[src/rtl/pipe_ctrl_pkg.sv]
// Shared definitions for the ID/EX control stage: control bundle layout and EX FSM states.
package pipe_ctrl_pkg;

    localparam int unsigned CTRL_W = 8;

    // Bit positions of the fields inside the flat control bundle
    localparam int unsigned ALUOP_LSB    = 6;
    localparam int unsigned ALUSRC_BIT   = 5;
    localparam int unsigned BRANCH_BIT   = 4;
    localparam int unsigned MEMREAD_BIT  = 3;
    localparam int unsigned MEMWRITE_BIT = 2;
    localparam int unsigned REGWRITE_BIT = 1;
    localparam int unsigned MEMTOREG_BIT = 0;

    typedef struct packed {
        logic [1:0] aluOp;
        logic       aluSrc;
        logic       branch;
        logic       memRead;
        logic       memWrite;
        logic       regWrite;
        logic       memToReg;
    } ctrl_t;

    typedef enum logic [0:0] {
        IDLE  = 1'b0,
        STALL = 1'b1
    } ex_state_e;

endpackage

[src/rtl/load_use_detect.sv]
// Combinational load-use comparator between the instruction in EX and the one in ID.
module load_use_detect
#(
    parameter int unsigned REG_AW = 5
) (
    input  logic              exValid,
    input  logic              exIsLoad,
    input  logic [REG_AW-1:0] exRd,
    input  logic              idValid,
    input  logic [REG_AW-1:0] idRs1,
    input  logic [REG_AW-1:0] idRs2,
    input  logic              idRs1Used,
    input  logic              idRs2Used,
    output logic              hazard_c
);

    logic rs1Match;
    logic rs2Match;
    logic exProducesReg;

    assign rs1Match = idRs1Used && (idRs1 == exRd);
    assign rs2Match = idRs2Used && (idRs2 == exRd);

    // x0 is hard-wired zero, so a load targeting it never has a consumer
    assign exProducesReg = exValid && exIsLoad && (exRd != '0);

    assign hazard_c = exProducesReg && idValid && (rs1Match || rs2Match);

endmodule

[src/rtl/id_ex_ctrl_stage.sv]
// ID/EX control register with load-use stall/bubble insertion, flush handling
// and a saturating count of inserted bubbles.
module id_ex_ctrl_stage
    import pipe_ctrl_pkg::*;
#(
    parameter int unsigned CTRL_W   = pipe_ctrl_pkg::CTRL_W,
    parameter int unsigned REG_AW   = 5,
    parameter int unsigned LOAD_LAT = 1,
    parameter int unsigned CNT_W    = 16
) (
    input  logic              clk,
    input  logic              rst_n,
    input  logic [CTRL_W-1:0] i_ctrl,
    input  logic              i_valid,
    input  logic              i_is_load,
    input  logic [REG_AW-1:0] i_rs1,
    input  logic [REG_AW-1:0] i_rs2,
    input  logic              i_rs1_used,
    input  logic              i_rs2_used,
    input  logic [REG_AW-1:0] i_rd,
    input  logic              i_flush,
    output logic [CTRL_W-1:0] o_ctrl,
    output logic              o_valid,
    output logic [REG_AW-1:0] o_rd,
    output logic              o_stall,
    output logic [CNT_W-1:0]  o_bubble_cnt
);

    localparam int unsigned     LAT_W      = $clog2(LOAD_LAT) + 1;
    localparam logic [LAT_W-1:0] LAT_RELOAD = LAT_W'(LOAD_LAT - 1);
    localparam logic [CNT_W-1:0] CNT_MAX    = '1;

    ex_state_e         state;
    ex_state_e         stateNext;
    logic [LAT_W-1:0]  cnt;
    logic [LAT_W-1:0]  cntNext;
    logic [REG_AW-1:0] ldRd;
    logic [REG_AW-1:0] ldRdNext;
    logic              exIsLoad;

    logic [CTRL_W-1:0] exCtrlNext;
    logic              exValidNext;
    logic [REG_AW-1:0] exRdNext;
    logic              exIsLoadNext;
    logic              bubbleIns;
    logic              hazard;

    load_use_detect #(
        .REG_AW (REG_AW)
    ) u_detect (
        .exValid   (o_valid),
        .exIsLoad  (exIsLoad),
        .exRd      (o_rd),
        .idValid   (i_valid),
        .idRs1     (i_rs1),
        .idRs2     (i_rs2),
        .idRs1Used (i_rs1_used),
        .idRs2Used (i_rs2_used),
        .hazard_c  (hazard)
    );

    // Next-state, next-EX contents and stall decode
    always_comb begin
        stateNext    = state;
        cntNext      = cnt;
        ldRdNext     = ldRd;
        exCtrlNext   = '0;
        exValidNext  = 1'b0;
        exRdNext     = '0;
        exIsLoadNext = 1'b0;
        bubbleIns    = 1'b0;
        o_stall      = 1'b0;

        if (i_flush) begin
            stateNext = IDLE;
            cntNext   = '0;
            bubbleIns = 1'b1;
        end else begin
            case (state)
                IDLE: begin
                    if (hazard) begin
                        o_stall   = 1'b1;
                        bubbleIns = 1'b1;
                        if (LOAD_LAT > 1) begin
                            stateNext = STALL;
                            cntNext   = LAT_RELOAD;
                            ldRdNext  = o_rd;
                        end
                    end else if (i_valid) begin
                        exCtrlNext   = i_ctrl;
                        exValidNext  = 1'b1;
                        exRdNext     = i_rd;
                        exIsLoadNext = i_is_load;
                    end
                end
                STALL: begin
                    o_stall   = 1'b1;
                    bubbleIns = 1'b1;
                    if (cnt == LAT_W'(1)) begin
                        stateNext = IDLE;
                        cntNext   = '0;
                    end else begin
                        cntNext = cnt - LAT_W'(1);
                    end
                end
                default: begin
                    stateNext = IDLE;
                    cntNext   = '0;
                end
            endcase
        end
    end

    always_ff @(posedge clk or negedge rst_n) begin
        if (!rst_n) begin
            state        <= IDLE;
            cnt          <= '0;
            ldRd         <= '0;
            o_ctrl       <= '0;
            o_valid      <= 1'b0;
            o_rd         <= '0;
            exIsLoad     <= 1'b0;
            o_bubble_cnt <= '0;
        end else begin
            state    <= stateNext;
            cnt      <= cntNext;
            ldRd     <= ldRdNext;
            o_ctrl   <= exCtrlNext;
            o_valid  <= exValidNext;
            o_rd     <= exRdNext;
            exIsLoad <= exIsLoadNext;
            if (bubbleIns && (o_bubble_cnt != CNT_MAX)) begin
                o_bubble_cnt <= o_bubble_cnt + CNT_W'(1);
            end
        end
    end

`ifndef SYNTHESIS
    // A multi-cycle stall is only ever entered for a load with a real destination
    ast_stall_ld_rd : assert property (@(posedge clk) disable iff (!rst_n)
        (state == STALL) |-> (ldRd != '0));
`endif

endmodule

[config.mk]
export PLATFORM = sky130hd
export DESIGN_NAME = id_ex_ctrl_stage
export DESIGN_NICKNAME = d
export VERILOG_FILES = /design/src/rtl/pipe_ctrl_pkg.sv /design/src/rtl/load_use_detect.sv /design/src/rtl/id_ex_ctrl_stage.sv
export SDC_FILE = /design/constraint.sdc
export NUM_CORES = 1
export LEC_CHECK = 0
export CAP_MARGIN = 20
export CORE_MARGIN = 5
export CORE_UTILIZATION = 43
export DETAILED_ROUTE_END_ITERATION = 6
export PLACE_DENSITY = 0.8
export SYNTH_ARGS = -nofsm -noshare
export SYNTH_HDL_FRONTEND = slang
export SYNTH_SLANG_ARGS = --single-unit
[constraint.sdc]
create_clock -name clk -period 2.85 [get_ports clk]
set_input_delay 0.57 -clock clk [delete_from_list [all_inputs] [get_ports clk]]
set_output_delay 0.57 -clock clk [all_outputs]
set_load 0.03 [all_outputs]
Word-level counts from Yosys, hierarchy flattened
Index checks and enable logic that the tools add are counted.
W data, S select, Z words.
Word-level totals
  flip-flop bits (word level): 33
  output and inout bits: 31
  input bits: 30
Cells by class
  muxes and demuxes: 26
  equal/unequal tests: 3
  add/sub/neg operators: 2
  bitwise logic cells: 1
  reductions and logical operators: 10
Operators by type and width (count)
  $mux W8: 4
  $mux W5: 4
  $mux W1: 17
  $add A16 B1 Y16 const B: 1
  $ne A16 B16 Y1 const B: 1
  $eq A5 B5 Y1: 2
  $logic_and A1 B1 Y1: 7
  $reduce_bool A5 Y1: 1
  $pmux W1 S2: 1
  $reduce_bool A2 Y1: 1
  $logic_or A1 B1 Y1: 1
  $not A1 Y1: 1
  $sub A1 B1 Y1 const B: 1

Logic depth before layout (Yosys ltp)
  depth after elaboration: 8
  mapped depth: 9

Modules after synthesis
From an unflattened synthesis, not the netlist that was laid out.
Second synthesis, totals
  cell total of the unflattened synthesis: 128
  area, all modules: 1472.7 um2
Modules (own cells, without submodules)
  id_ex_ctrl_stage: sequential area each 825.8 um2, instances 1, area each 1341.3 um2, cells each 111
  load_use_detect: sequential area each 0.0 um2, instances 1, area each 131.4 um2, cells each 17

Worst setup path after synthesis
Ideal clock, no wire load.
  path kind: register to output
  start: register o_rd[1]
  end: output o_stall
  required time: 2280 ps
  slack: 677 ps
  data arrival time: 1603 ps
  stages on the path, launching flop included: 6
  path through: dfrtp_1 or4_1 o2111ai_1 inv_1 a21oi_1 nor2_1
On the way
  cells in the longest elaborated chain, start to end: 7
Ends and longest elaborated chain
  from (decl): RTL line id_ex_ctrl_stage.sv:24  | output logic [REG_AW-1:0] o_rd,
  from (signal assigned): RTL line id_ex_ctrl_stage.sv:130  | o_rd <= exRdNext;
  $eq A5 B5 Y1, or another cell as far along: RTL line load_use_detect.sv:21  | assign rs1Match = idRs1Used && (idRs1 == exRd);
  $logic_and A1 B1 Y1 (on tied branches): RTL line load_use_detect.sv:21, load_use_detect.sv:22, load_use_detect.sv:25
  $logic_or A1 B1 Y1 / $logic_and A1 B1 Y1 (equally long branches): RTL line load_use_detect.sv:27  | assign hazard_c = exProducesReg && idValid && (rs1Match || rs2Match);
  $logic_and A1 B1 Y1 *: RTL line load_use_detect.sv:27
  $mux W1 *: RTL line id_ex_ctrl_stage.sv:81  | if (hazard) begin
  $pmux W1 S2 *: RTL line id_ex_ctrl_stage.sv:79  | case (state)
  $mux W1 *: RTL line id_ex_ctrl_stage.sv:74  | if (i_flush) begin
  to (decl): RTL line id_ex_ctrl_stage.sv:25  | output logic o_stall,
Mark *: on every way between the ends. The rest lies on a longest branch, timed or not.

Final worst setup path
Same ends and word-level chain as after synthesis.

==> metrics.cfg <==
[outcome]
status = complete, no violations

[yosys]
synth-main-ff-cell = dfrtp_1
synth_top_area_share_pct = 54.5
synthSimpleGateAreaFrac_pct = 22.5
synth_edf_count = 0
synth_area_leaders = dfrtp_1, xor2_1, xnor2_1
synth_fp_nets = 159
ys_seq_area_share_pct = 54.5
synth_mux_area_share_pct = 0.992
synthAdderAreaFrac_pct = 0.826
synthCells = 128
yosysWarnings = 0
ys_async_sr_fraction_pct = 100
syn_area_um2 = 1510
synth-compound-area-share_pct = 3.64
syn_avg_cell_area_um2 = 11.8
ys_seq_elements = 33
synth_cell_types = 30
synth_top_family_by_area = simple AND/OR/NAND/NOR gates
synth_top_area_cell = dfrtp_1
synth-xor-area-share_pct = 14.5

[die]
die_y_um = 69.3
num_rows = 21
core_um2 = 3360
start_util_pct = 45.0
die-area_um2 = 4810
pin_count = 61
die_x_um = 69.3

[detailed_routing]
wl_per_cell_um = 15.6
vias = 1205
drt_pass1_iterations = 4
topRoutingLayerUsed = met4
drc = 0
wl_met2_um = 1760
routed-wl-met3_um = 280
wl_met1_um = 1640
routed_via_density = 5.04
final_antenna_net_count = 0
wirelength_um = 3720
initialDrtViolationCount = 24

[clocking]
cts_buffer_depth = 2
cts_hold_buf = 0
cts_resized = 0
htree_levels = 2
cts_tree = built
clock-sinks = 33
cts_made_buffers = 5
clk_pin_slew_worst_paths_ns = 0.10
clk_latency_ns = 0.34
cts_setup_buffers = 0
root_buffer = clkbuf_4

[setup_path]
slowest_stage = or4_1
start_kind = flop
slowest_delay_ns = 0.54
crit_required_ns = 2.28
crit_type = reg2out
crit_chain = or4_1, o2111ai_1, inv_1, a21oi_1, nor2_1, buf_4
reg2reg_from = o_rd[1]
reg2reg_depth = 7
reg2reg_setup_slack_ns = 0.33
worstSetupEndpointType = output pin
critPathArrivalTime_ns = 2.00
timing.rr.end = o_bubble_cnt[12]
crit_fanout = 4

[global_routing]
grt_overflow = 0
grt_pass1_vias = 1240
grt_max_degree = 34
grt_pass1_wl_um = 6200
track_usage_pct = 16.2
antenna_found_initial = 0

[place]
pre_cts_ws_ns = 0.203
placed_cell_area_um2 = 2150
place.gp.congestion = 0.844
io_buffer_count = 60
dp_hpwl_um = 2830

[cells_and_area]
layout_commonest_cell = clkdlybuf4s50_1
fin_area_um2 = 2200
layout_common_cells = clkdlybuf4s50_1, dfrtp_1, xor2_1
layout-area-overhead-vs-synth_pct = 45.4
final_nets = 223
drive_gt1_share_pct = 11.4
diodes = 0

[timing]
rsz0062_at_grt = false
setup_viol = 0
slew_headroom_pct = 54.4
setup_tns_ns = 0
skew_ns = 0.00921
post-route-period-util_pct = 90.2
fin_ws_ns = 0.280
slew_viol_final = 0
hold_slack_ns = 0.455
fmax_ghz = 0.389
min_period_ns = 2.57
tightest_slew_ns = 0.682
hold_viol = 0

[power]
p_leak_nw = 0.991
ir_drop_mv = 0.556
power_density_nw_per_um2 = 642

[min_path]
hold_path_end = state
min_from = cnt
min_path_type = reg2reg
whs_path_depth = 1

[job]
max_cap_violations = 0

-- cell type report --
| type | count | area, µm² |
|---|---|---|
| fillers | 281 | 1160 |
| flip-flops and latches | 33 | 826 |
| multi-input cells | 88 | 642 |
| repair buffers | 63 | 621 |
| well taps | 46 | 57.6 |
| clock buffers | 6 | 41.3 |
| clock inverters | 2 | 10.0 |
| inverters | 1 | 3.75 |
-- through the flow --
step	std cells	power [mW]	util, %
6_report	239	1.41	65.4
5_1_grt	239	1.50	65.4
4_1_cts	239	1.43	65.4
3_5_place_dp	231	1.17	63.9
3_3_place_gp	231	1.16	63.9
2_1_floorplan	128	0.921	-
-- cells by family (layout without fill, tap and decap cells) --
kind of cell | count (synthesis) | after routing
AO/OA/AOI/OAI | 6 | 6
multiplexers | 1 | 1
adder cells (fa/ha/maj) | 1 | 1
AND/OR/NAND/NOR | 55 | 55
XOR/XNOR | 25 | 25
buffers and inverters | 7 | 72
flip-flops | 33 | 33
-- layer usage --
metal  track usage, %  vias up
li1                 -      575
met1             20.5      573
met2             25.3       53
met3             6.96        4
met4             4.56        0
met5                0        -
-- state kept, by name, indices dropped and copies added (netlist names) --
signal        flops
o_rd              5
o_ctrl            8
state             1
o_bubble_cnt     16
cnt               1
o_valid           1
exIsLoad          1
-- where the power goes --
group / leakage [nW] / switching [mW] / internal, mW
combinational: 0.536 / 0.280 / 0.247
sequential: 0.423 / 0.0943 / 0.545
clock: 0.0320 / 0.153 / 0.0938
total: 0.991 / 0.527 / 0.886
-- critical path, delay by kind of cell, from the launching register on --
kind / cells / cell delay, ns
simple gates: 2 / 0.60
compound gates: 2 / 0.35
buf+inv: 2 / 0.27
flops: 1 / 0.43
-- how the worst max path moves through the flow --
stage	from	endpoint	slack, ns	cells past startpoint
after floorplan	o_rd[1]	o_stall	0.68	5
after global placement	i_rs1[4]	o_bubble_cnt[12]	0.25	8
after detailed placement	i_rs2[2]	o_bubble_cnt[12]	0.20	8
after CTS	o_rd[1]	o_stall	0.25	6
after global routing	i_rs2[2]	o_stall	0.16	7
final	o_rd[1]	o_stall	0.28	6
-- synthesized netlist by cell type, types with 2 or more instances --
cell / n
xnor2_1: 11
clkbuf_1: 2
nor2_1: 4
nor3_1: 7
nor4b_1: 4
nand4_1: 3
nand3_1: 4
and3_1: 13
nand2_1: 7
and3_2: 5
nor4_2: 2
nor3b_1: 2
xor2_1: 14
dfrtp_1: 33
buf_6: 2
(Power assumes the default switching activity.)
==> edit (same settings) <==
Put one more register stage on the output `o_bubble_cnt`, cleared by the reset. The value now appears one clock later. The other outputs are not delayed to match.
--- a/src/rtl/id_ex_ctrl_stage.sv
+++ b/src/rtl/id_ex_ctrl_stage.sv
@@ -29,6 +29,8 @@
     localparam int unsigned     LAT_W      = $clog2(LOAD_LAT) + 1;
     localparam logic [LAT_W-1:0] LAT_RELOAD = LAT_W'(LOAD_LAT - 1);
     localparam logic [CNT_W-1:0] CNT_MAX    = '1;
+
+    logic [CNT_W-1:0] o_bubble_cnt_s0;
 
     ex_state_e         state;
     ex_state_e         stateNext;
@@ -120,7 +122,7 @@
             o_valid      <= 1'b0;
             o_rd         <= '0;
             exIsLoad     <= 1'b0;
-            o_bubble_cnt <= '0;
+            o_bubble_cnt_s0 <= '0;
         end else begin
             state    <= stateNext;
             cnt      <= cntNext;
@@ -129,8 +131,8 @@
             o_valid  <= exValidNext;
             o_rd     <= exRdNext;
             exIsLoad <= exIsLoadNext;
-            if (bubbleIns && (o_bubble_cnt != CNT_MAX)) begin
-                o_bubble_cnt <= o_bubble_cnt + CNT_W'(1);
+            if (bubbleIns && (o_bubble_cnt_s0 != CNT_MAX)) begin
+                o_bubble_cnt_s0 <= o_bubble_cnt_s0 + CNT_W'(1);
             end
         end
     end
@@ -141,5 +143,13 @@
         (state == STALL) |-> (ldRd != '0));
 `endif
 
+    always_ff @(posedge clk or negedge rst_n) begin
+        if (!rst_n) begin
+            o_bubble_cnt <= '0;
+        end else begin
+            o_bubble_cnt <= o_bubble_cnt_s0;
+        end
+    end
+
 endmodule
 
Check against the original RTL: not equivalent (a bounded check fails within 4 cycles, from zero or initial values and one cycle with rst_n low).
==> edit against the unedited design <==
Combinational power down 17%. Clock power up 68%. Area after synthesis up 26%. Clock skew down 0.0049 ns. Power up 23%. Setup slack better by 0.055 ns. Routed wire length up 4.9%. Design area up 20%. Sequential cell count up 16. Critical endpoint unchanged. Largest cell class unchanged.
==> edit: results (changes against the unedited design) <==
Outcome
  – Status: completed (unchanged)

Cells and area
  – Fill count: 358 (was 281)
  – Synth-to-Final Area Change: 38.83% (was 45.37%)
  – Nets: 236 (was 223)
  – Non-clock buffer share: 0.2272 (was 0.2820)
  – Share of post-route cells with drive strength above 1: 0.1073 (was 0.1140)
  – Number of non-clock buffers in the layout: 61 (was 63)
  – Final Non-Filler Cells: 257 (was 239)
  – Reg area: 1226 sq um (was 825.8 sq um)

Route
  – Drt initial violations: 61 (was 24)

Placed design
  – Pre-CTS setup slack: 0.3518 ns (was 0.2028 ns)
  – Placer congestion estimate: 0.7436 (was 0.8438)
  – Detailed Place HPWL: 2941 um (was 2832 um)

Power and ir drop
  – Peak supply drop: 0.4163 mV (was 0.5555 mV)
  – Leak pwr: 0.001120 uW (was 0.0009908 uW)

Yosys
  – Ranking of synthesized cells by area: dfrtp_1 (64%), xnor2_1 (8.7%), and2_1 (4.6%), nand4_1 (3.6%), xor2_1 (3.2%) (was dfrtp_1 (55%), xor2_1 (8.1%), xnor2_1 (6.4%), and3_1 (5.4%), and3_2 (2.5%))
  – Synth Area per Inst: 13.70 sq um (was 11.83 sq um)
  – Mux share of post-synthesis cell area: 0.007884 (was 0.009917)
  – Synth Area in Compound Gates: 0.03548 (was 0.03636)
  – Syn_nets: 170 (was 159)

Global routing
  – Vias in the first global route: 1354 (was 1240)
  – Pin count of the biggest net entering global routing: 30 (was 34)
  – GRT Total Usage: 0.1415 (was 0.1623)

CTS
  – Sink Count: 49 (was 33)

Timing
  – Worst Clk Skew: 0.004277 ns (was 0.009208 ns)

Critical path
  – Delay-heaviest family, CP: buffers and inverters (was simple AND/OR/NAND/NOR gates)
  – Critical Path AT: 1.95 ns (was 2.00 ns)
  – Worst reg-to-reg path cell count: 6 (was 7)
  – Crit-path max FO: 3 (was 4)
  – Crit path max-delay cell type: clkdlybuf4s50_1 (was or4_1)
[edit: cell types whose count changed after synthesis, sizes merged, moves of 3 or more]
cell / delta
nand4: +8
dfrtp: +16
nor4b: -3
and3: -13
xnor2: +8
nor3: -3
xor2: -7
and2: +13
clkbuf: -3
[edit: report_power, final]
part           total [uW]  switching [uW]  internal [uW]
clock                 414             222            192
sequential            891            90.0            802
combinational         436             226            210
total                1740             538           1200
[edit: worst max path at each step]
stage,start,cells after the start,to
after floorplan,o_rd[1]$_DFF_PN0_,5,o_stall
after detailed placement,i_rs1[3],7,o_stall
final,i_rs1[1],7,o_stall
after global routing,i_rs1[4],7,o_stall
after global placement,i_rs1[1],7,o_stall
after CTS,i_rs1[3],7,o_stall
[edit: layer usage]
layer,up-vias,GRT usage,wire (um)
li1,604,-,-
met1,628,0.1655,1585
met2,26,0.2372,2042
met3,11,0.03546,136
met4,0,0.07517,134
met5,-,0,0
